File: src/rtl/fetch_stage.sv
// Instruction fetch stage: PC, single-outstanding imem req/ack, FIFO toward decode.
// Optional FETCH_HALT_EN: a fetched 16'hFFFF stops further requests until a redirect.
module fetch_stage #(
  parameter int              AW       = 16,
  parameter logic [AW-1:0]   RESET_PC = '0,
  parameter int              QDEPTH   = 2
) (
  input  logic          clk,
  input  logic          reset,
  output logic          imem_req,
  output logic [AW-1:0] imem_addr,
  input  logic          imem_ack,
  input  logic [15:0]   imem_rdata,
  input  logic          redirect_valid,
  input  logic [AW-1:0] redirect_pc,
  input  logic          id_ready,
  output logic          id_valid,
  output logic [15:0]   id_instr,
  output logic [AW-1:0] id_pc,
  output logic [AW-1:0] id_pc_plus1
);

  localparam int            PW   = (QDEPTH > 1) ? $clog2(QDEPTH) : 1;
  localparam int            CW   = $clog2(QDEPTH + 1);
  localparam logic [CW-1:0] QD   = CW'(QDEPTH);
  localparam logic [PW-1:0] LAST = PW'(QDEPTH - 1);

  typedef enum logic [1:0] {IDLE, BUSY, DISCARD} state_t;

  state_t        state_q, state_d;
  logic [AW-1:0] pc_q, pc_d;
  logic [AW-1:0] addr_q, addr_d;
  logic [CW-1:0] count_q, count_d, count_calc;
  logic [PW-1:0] head_q, head_d;
  logic [PW-1:0] tail_q, tail_d;
  logic [15:0]   instr_q [QDEPTH];
  logic [AW-1:0] ipc_q   [QDEPTH];
  logic          push, pop, space, issue, halt_block;

  function automatic logic [PW-1:0] ptr_inc(input logic [PW-1:0] p);
    return (p == LAST) ? '0 : p + PW'(1);
  endfunction

  // A response is only kept when it completes a live request and no redirect kills it.
  assign push       = (state_q == BUSY) && imem_ack && !redirect_valid;
  assign pop        = id_valid && id_ready;
  assign count_calc = count_q + CW'(push) - CW'(pop);
  assign space      = (count_calc < QD);

`ifdef FETCH_HALT_EN
  logic halted_q, halted_d;

  always_comb begin
    halted_d = halted_q;
    if (redirect_valid)
      halted_d = 1'b0;
    else if (push && (imem_rdata == 16'hFFFF))
      halted_d = 1'b1;
  end

  always_ff @(posedge clk or posedge reset) begin
    if (reset) halted_q <= 1'b0;
    else       halted_q <= halted_d;
  end

  // Using the next value stops the back-to-back issue on the very edge HALT is pushed.
  assign halt_block = halted_d;
`else
  assign halt_block = 1'b0;
`endif

  // State register
  always_ff @(posedge clk or posedge reset) begin
    if (reset) state_q <= IDLE;
    else       state_q <= state_d;
  end

  // Next-state logic; issue marks a new request starting at this edge
  always_comb begin
    state_d = state_q;
    issue   = 1'b0;
    case (state_q)
      IDLE: begin
        if (!redirect_valid && space && !halt_block) begin
          issue   = 1'b1;
          state_d = BUSY;
        end
      end
      BUSY: begin
        if (imem_ack) begin
          if (redirect_valid)
            state_d = IDLE;
          else if (space && !halt_block)
            issue = 1'b1;
          else
            state_d = IDLE;
        end else if (redirect_valid) begin
          state_d = DISCARD;
        end
      end
      DISCARD: begin
        if (imem_ack) state_d = IDLE;
      end
      default: state_d = IDLE;
    endcase
  end

  // Outputs
  always_comb begin
    imem_req    = (state_q != IDLE);
    imem_addr   = addr_q;
    id_valid    = (count_q != '0);
    id_instr    = instr_q[head_q];
    id_pc       = ipc_q[head_q];
    id_pc_plus1 = ipc_q[head_q] + AW'(1);
  end

  always_comb begin
    pc_d    = pc_q;
    addr_d  = addr_q;
    head_d  = head_q;
    tail_d  = tail_q;
    count_d = redirect_valid ? '0 : count_calc;
    if (redirect_valid) begin
      pc_d   = redirect_pc;
      head_d = '0;
      tail_d = '0;
    end else begin
      if (issue) begin
        addr_d = pc_q;
        pc_d   = pc_q + AW'(1);
      end
      if (pop)  head_d = ptr_inc(head_q);
      if (push) tail_d = ptr_inc(tail_q);
    end
  end

  always_ff @(posedge clk or posedge reset) begin
    if (reset) begin
      pc_q    <= RESET_PC;
      addr_q  <= RESET_PC;
      count_q <= '0;
      head_q  <= '0;
      tail_q  <= '0;
    end else begin
      pc_q    <= pc_d;
      addr_q  <= addr_d;
      count_q <= count_d;
      head_q  <= head_d;
      tail_q  <= tail_d;
    end
  end

  // Queue storage needs no reset; id_valid gates its visibility.
  always_ff @(posedge clk) begin
    if (push) begin
      instr_q[tail_q] <= imem_rdata;
      ipc_q[tail_q]   <= addr_q;
    end
  end

endmodule

File: config.mk
export PLATFORM = sky130hd
export DESIGN_NAME = fetch_stage
export DESIGN_NICKNAME = d
export VERILOG_FILES = /design/src/rtl/fetch_stage.sv
export SDC_FILE = /design/constraint.sdc
export NUM_CORES = 1
export LEC_CHECK = 0
export CORE_MARGIN = 8
export CORE_UTILIZATION = 35
export CTS_CLUSTER_DIAMETER = 150
export DETAILED_ROUTE_END_ITERATION = 7
export PLACE_DENSITY_LB_ADDON = 0.15
export SYNTH_ARGS = -nofsm -noshare
export SYNTH_HDL_FRONTEND = slang
export SYNTH_SLANG_ARGS = --single-unit
File: constraint.sdc
create_clock -name clk -period 4.7 [get_ports clk]
set_input_delay 1.41 -clock clk [delete_from_list [all_inputs] [get_ports clk]]
set_output_delay 1.41 -clock clk [all_outputs]
set_load 0.1 [all_outputs]
==> flow_summary.json, run 1 <==
{
  "number_of_setup_buffers_added_after_cts": 0,
  "maximum_number_of_pins_on_one_net_before_global_route_repair": 39,
  "layout.cells.non_filler": 646,
  "area_added_between_synthesis_and_finish_pct": 36.9,
  "finish.instance_area_um2": 6220,
  "cp_startpoint": "imem_ack",
  "placedCellCount": 630,
  "first_pass_iters": 4,
  "met3_length_um": 706,
  "synth_common_cells": "67 x sky130_fd_sc_hd__nand2_1, 64 x sky130_fd_sc_hd__edfxtp_1, 38 x sky130_fd_sc_hd__dfrtp_1",
  "number_of_gates_resized_after_cts": 0,
  "coreArea_um2": 12700,
  "power_density_nw_per_um2": 721,
  "timing.max_cap.violations": 0,
  "synth.lib_cells_used.distinct": 47,
  "clkLatencyLatePin_ps": 330,
  "skew_ps": 7.82,
  "regToRegEndpoint": "pc_q[10]",
  "cts_root_buf": "sky130_fd_sc_hd__clkbuf_16",
  "critical_setup_path_kind": "in2reg",
  "yosysTopAreaCellShare_pct": 42.3,
  "floorplan.initialDensity_pct": 35.9,
  "drt.antenna.violating_nets": 0,
  "detailroute.wirelength.met2_um": 4960,
  "holdCritPathClass": "reg2reg",
  "finalSetupViolations": 0,
  "globalRouteTotalUtil_pct": 13.0,
  "average_wire_length_per_cell_after_detail_routing_um": 16.3,
  "reg2regPathDepth": 8,
  "postSynthCellCount": 366,
  "dr.max_layer_used": "met4",
  "synth_flop_cell": "sky130_fd_sc_hd__edfxtp_1",
  "synth.largest_area_cell": "sky130_fd_sc_hd__edfxtp_1",
  "r2r_slack_ps": 1540,
  "wl_met1_um": 4760,
  "grt_antenna_before_repair": 0,
  "synth_nets": 407,
  "cp-start-kind": "input port",
  "status": "completed",
  "drt-total-wl_um": 10500,
  "arrival_time_of_the_worst_setup_path_ps": 4460,
  "unrepaired_setup_endpoints_after_global_routing": "false",
  "die_h_um": 130,
  "min_period_over_period_pct": 89.5,
  "grt.overflow.total": 0,
  "worst-endpoint-required_ps": 4950,
  "grt_pass1_vias": 3310,
  "layout-drive-gt1-share_pct": 25.5,
  "syn_area_um2": 4540,
  "number_of_cts_inserted_buffers": 9,
  "max-clock-path-buffers": 2,
  "finalHoldViolCount": 0,
  "clk_pin_slew_ps": 80,
  "postSynth.asyncResetShare_pct": 37.3,
  "totalNegativeSetupSlack_ps": 0,
  "num_antenna_cells": 0,
  "finalNetCount": 510,
  "grt_first_pass_wirelength_um": 17300,
  "detailroute.via_count": 3198,
  "numClockSinks": 102,
  "worst_slack_ps": 492,
  "io_buffers": 102,
  "netlist_top_cells_area": "sky130_fd_sc_hd__edfxtp_1 42%, sky130_fd_sc_hd__dfrtp_1 21%, sky130_fd_sc_hd__mux2_2 6.7%, sky130_fd_sc_hd__nand2_1 5.5%, sky130_fd_sc_hd__xnor2_1 3.3%",
  "number_of_pins_exceeding_their_max_slew_limit_in_the_final_report": 0,
  "synth_most_common_cell": "sky130_fd_sc_hd__nand2_1",
  "ys_seq_area_share_pct": 63.2,
  "cts_htree_levels": 3,
  "yosys_warnings": 0,
  "ctsHoldBuffers": 0,
  "drtIter0Drc": 160,
  "fmax_mhz": 238,
  "worst_r2r_src": "state_q[1]",
  "synth_enable_flop_cells": 64,
  "total_leakage_power_nw": 2.37,
  "ioPinCount": 103,
  "pre_cts_ws_ps": 162,
  "power.ir.vdd_worst_mv": 0.335,
  "fp.dieArea_um2": 16900,
  "endpoint": "pc_q[10]",
  "total_power_mw": 4.49,
  "post_dr_vias_cell": 4.95,
  "synthesis.area_per_instance_um2": 12.4,
  "rows": 41,
  "worst_slew_pin_slew_ps": 1020,
  "die_width_um": 130,
  "fin_crit_ps": 4210,
  "slew_headroom_pct": 32.1,
  "tritoncts_clock_tree": "yes",
  "post_dp_hpwl_um": 7730,
  "gpl.final_weighted_congestion": 0.783,
  "remaining_drc_errors": 0,
  "worstPathMaxFanout": 18,
  "placement.cell_area_um2": 5930,
  "ys_ff_latch": 102,
  "nFillCells": 1151,
  "critPathCaptureType": "flop"
}
[state kept, by name, summed over array words and instances (netlist names)]
signal	count
imem_addr	16
pc_q	16
ipc_q	32
state_q	2
tail_q	1
instr_q	32
head_q	1
count_q	2
[cell type report]
cell class	count	area, µm²	area share [%]
clock buffer	9	225	3.62
multi-input combinational	232	1710	27.5
sequential	102	2870	46.2
clock inverter	7	63.8	1.03
timing repair buffer	111	1080	17.4
tap	172	215	3.46
inverter	13	52.6	0.845
[worst min-delay path by stage]
stage	cells after the start	startpoint	end
2_1_floorplan	2	pc_q[15]	imem_addr[15]
3_3_place_gp	0	imem_addr[2]	ipc_q[0][2]
3_5_place_dp	0	imem_addr[2]	ipc_q[1][2]
4_1_cts	0	imem_addr[2]	ipc_q[0][2]
5_1_grt	0	imem_addr[7]	ipc_q[0][7]
6_report	0	imem_addr[2]	ipc_q[1][2]
[kinds of logic (layout without fill, tap and decap cells)]
family                   after synthesis  after routing  synth area share (%)
AND/OR/NAND/NOR                      140            140                  15.4
AO/OA/AOI/OAI                         35             35                  5.31
XOR/XNOR                              20             20                  4.21
adder cells (fa/ha/maj)                4              4                  1.10
flip-flops                           102            102                  63.2
buffers and inverters                 32            140                  2.70
multiplexers                          33             33                  8.01
[report_power, final]
part           total (mW)  leakage (nW)  internal [mW]  switching, mW
Clock               0.716         0.136          0.372          0.344
Sequential           1.33          1.05           1.14          0.182
Combinational        2.44          1.18          0.637           1.81
[through the flow]
stage / util [%] / hold WS, ps
floorplan: - / 482
global route: 49.1 / 536
detailed placement: 46.8 / 496
CTS: 49.1 / 509
finish: 49.1 / 501
global placement: 46.8 / 490
[layer usage]
layer	vias to the layer above	track usage, %
li1	1547	-
met1	1546	16.5
met2	97	21.4
met3	8	3.43
met4	0	3.55
met5	-	0
[worst max-delay path, cell delays in order]
cell,delay (ps)
sky130_fd_sc_hd__clkdlybuf4s50_1,490
sky130_fd_sc_hd__nand2_1,80
sky130_fd_sc_hd__or3_1,340
sky130_fd_sc_hd__ha_1,280
sky130_fd_sc_hd__inv_1,50
sky130_fd_sc_hd__ha_1,140
sky130_fd_sc_hd__xor3_2,250
sky130_fd_sc_hd__or3_1,610
sky130_fd_sc_hd__or4_1,610
sky130_fd_sc_hd__a31oi_1,200
[placed cells by master (no fill, tap or decap), drive strengths merged, types with 9 or more instances in the layout]
cell type	synthesis	final
nand2	67	67
edfxtp	64	64
buf	4	57
clkdlybuf4s50	0	54
dfrtp	38	38
mux2	27	27
xnor2	17	17
inv	13	16
nand3	15	15
nand4	11	11
nor2	10	10
clkbuf	15	9
Power figures use the tool's default switching activity.
==> inputs of run 2 (changes only) <==
SLEW_MARGIN = 5   (was not set)
==> results of run 2 <==
Final layout, timing and power as in run 1 (identical DEF).
==> inputs of run 3 (changes only) <==
--- a/config.mk
+++ b/config.mk
@@ -15,2 +15,3 @@
 export SYNTH_HDL_FRONTEND = slang
 export SYNTH_SLANG_ARGS = --single-unit
+export TNS_END_PERCENT = 5
==> constraint.sdc (replaced) <==
create_clock -name clk -period 4.3 [get_ports clk]
set_input_delay 1.29 -clock clk [delete_from_list [all_inputs] [get_ports clk]]
set_output_delay 1.29 -clock clk [all_outputs]
set_load 0.01 [all_outputs]
==> run 3 against run 2 <==
  * Via count grew 0.22%
  * Routed wire length is 0.48% higher
  * Critical path type is now reg2out
  * Flip-flop and latch count unchanged
  * Critical path depth shrank 3
==> flow_summary.json, run 3 (synthesis results as in run 1) <==
{
  "tritoncts_clock_tree": "yes",
  "placedCellCount": 635,
  "multi_input_comb_area_um2": 1570,
  "hold_path.startpoint": "imem_addr[12]",
  "max-clock-path-buffers": 2,
  "area_added_between_synthesis_and_finish_pct": 35.3,
  "worst_slew_pin_slew_ps": 548,
  "post_dp_hpwl_um": 7680,
  "layout.cells.non_filler": 651,
  "share_clk_of_total_power_pct": 23.3,
  "total_leakage_power_nw": 2.27,
  "pre_cts_ws_ps": -23.3,
  "cp-start-kind": "flop",
  "power_density_nw_per_um2": 577,
  "cts_htree_levels": 3,
  "grt_antenna_before_repair": 0,
  "slew_headroom_pct": 63.5,
  "finalNetCount": 515,
  "internal_power_mw": 2.40,
  "layout-drive-gt1-share_pct": 13.6,
  "critPathCaptureType": "primary output",
  "num_antenna_cells": 0,
  "nFillCells": 1174,
  "grt.overflow.total": 0,
  "seqPwrFrac_pct": 40.2,
  "number_of_pins_exceeding_their_max_slew_limit_in_the_final_report": 0,
  "clk_pin_slew_ps": 80,
  "drtIter0Drc": 170,
  "worstPathMaxFanout": 5,
  "mostFrequentLayoutCell": "sky130_fd_sc_hd__clkdlybuf4s50_1",
  "final_cell_mix": "102 x sky130_fd_sc_hd__clkdlybuf4s50_1, 67 x sky130_fd_sc_hd__nand2_1, 64 x sky130_fd_sc_hd__edfxtp_1",
  "totalNegativeSetupSlack_ps": 0,
  "remaining_drc_errors": 0,
  "unrepaired_setup_endpoints_after_global_routing": "false",
  "average_wire_length_per_cell_after_detail_routing_um": 16.2,
  "drt.antenna.violating_nets": 0,
  "grt_first_pass_wirelength_um": 17100,
  "register_area_um2": 2870,
  "maximum_number_of_pins_on_one_net_before_global_route_repair": 39,
  "total_power_mw": 3.55,
  "holdCritPathClass": "reg2reg",
  "sw_frac_of_total_pct": 32.2,
  "number_of_cts_inserted_buffers": 9,
  "worst_r2r_src": "state_q[1]",
  "fp.dieArea_um2": 16900,
  "die_h_um": 130,
  "r2r_slack_ps": 1210,
  "die_width_um": 130,
  "total_switching_power_mw": 1.14,
  "skew_ps": 9.51,
  "min_period_over_period_pct": 94.6,
  "post_dr_vias_cell": 4.92,
  "drt-total-wl_um": 10600,
  "ctsHoldBuffers": 0,
  "gpl.final_weighted_congestion": 0.777,
  "arrival_time_of_the_worst_setup_path_ps": 2780,
  "critical_setup_path_kind": "reg2out",
  "fmax_mhz": 246,
  "numClockSinks": 102,
  "first_pass_iters": 4,
  "rows": 41,
  "timing.max_cap.violations": 0,
  "fin_crit_ps": 4070,
  "detailroute.via_count": 3205,
  "io_buffers": 102,
  "cts_root_buf": "sky130_fd_sc_hd__clkbuf_16",
  "worst-endpoint-required_ps": 3010,
  "cp_startpoint": "head_q",
  "worst_slack_ps": 233,
  "status": "completed",
  "clkLatencyLatePin_ps": 340,
  "power.ir.vdd_worst_mv": 0.300,
  "layout_top_registers": "instr_q x32, ipc_q x32",
  "finalHoldViolCount": 0,
  "floorplan.initialDensity_pct": 35.9,
  "grt_pass1_vias": 3223,
  "coreArea_um2": 12700,
  "globalRouteTotalUtil_pct": 12.8,
  "share_comb_of_total_power_pct": 36.5,
  "ioPinCount": 103,
  "finalSetupViolations": 0
}
## run 3: changes by cell type in the layout (fill, tap and decap cells not counted), moves of 3 or more
cell / change
sky130_fd_sc_hd__buf_12: -8
sky130_fd_sc_hd__clkdlybuf4s50_1: +48
sky130_fd_sc_hd__xnor2_4: -4
sky130_fd_sc_hd__xnor2_1: +7
sky130_fd_sc_hd__buf_4: -35
sky130_fd_sc_hd__xnor2_2: -3
## run 3: layout make-up
class                      instances  share of cell area [%]
clock buffer                       9                    3.66
clock inverter                     7                    1.28
inverter                          13                   0.794
multi-input combinational        232                    25.5
sequential                       102                    46.7
tap                              172                    3.50
timing repair buffer             116                    18.5
## run 3: per-stage QoR
stage / utilization, % / hold WS [ps] / area, µm²
floorplan: - / 482 / 4540
global placement: 46.1 / 493 / 5840
detailed placement: 46.1 / 501 / 5840
CTS: 48.5 / 518 / 6140
global route: 48.5 / 525 / 6150
finish: 48.5 / 513 / 6150
## run 3: power by group through the flow
stage	sequential, mW	combinational [mW]	clock [mW]
2_1_floorplan	1.40	0.677	0
3_3_place_gp	1.44	1.30	0
3_5_place_dp	1.45	1.31	0
4_1_cts	1.43	1.31	0.848
5_1_grt	1.46	1.42	0.891
6_report	1.43	1.29	0.827
## run 3: worst max-delay path: stages (launching register included)
cell                              delay [ps]
sky130_fd_sc_hd__dfrtp_2                 440
sky130_fd_sc_hd__mux2_2                  250
sky130_fd_sc_hd__ha_1                    250
sky130_fd_sc_hd__nand4_1                 170
sky130_fd_sc_hd__a21oi_2                 320
sky130_fd_sc_hd__a21boi_0                280
sky130_fd_sc_hd__xnor2_1                 160
sky130_fd_sc_hd__clkdlybuf4s50_1         570
## run 3: layer usage
layer	vias up	global-route usage [%]	share of wire [%]
li1	1552	-	-
met1	1538	16.8	46
met2	105	20.8	46
met3	10	2.61	6.7
met4	0	4.30	0.98
met5	-	0	0
## run 3: what timing repair did
| action | CTS | global route |
|---|---|---|
| setup endpoints to repair | 0 | 2 |
| setup buffers | 0 | 0 |
| gates resized for setup | 0 | 1 |
## run 3: final timing paths
check / to / cells past startpoint
setup / recovery: id_pc_plus1[8] / 7
hold / removal: ipc_q[1][12] / 0
setup reg to reg: pc_q[7] / 8
hold reg to reg: ipc_q[1][12] / 0
max in group asynchronous: head_q / 3
min in group asynchronous: pc_q[0] / 3
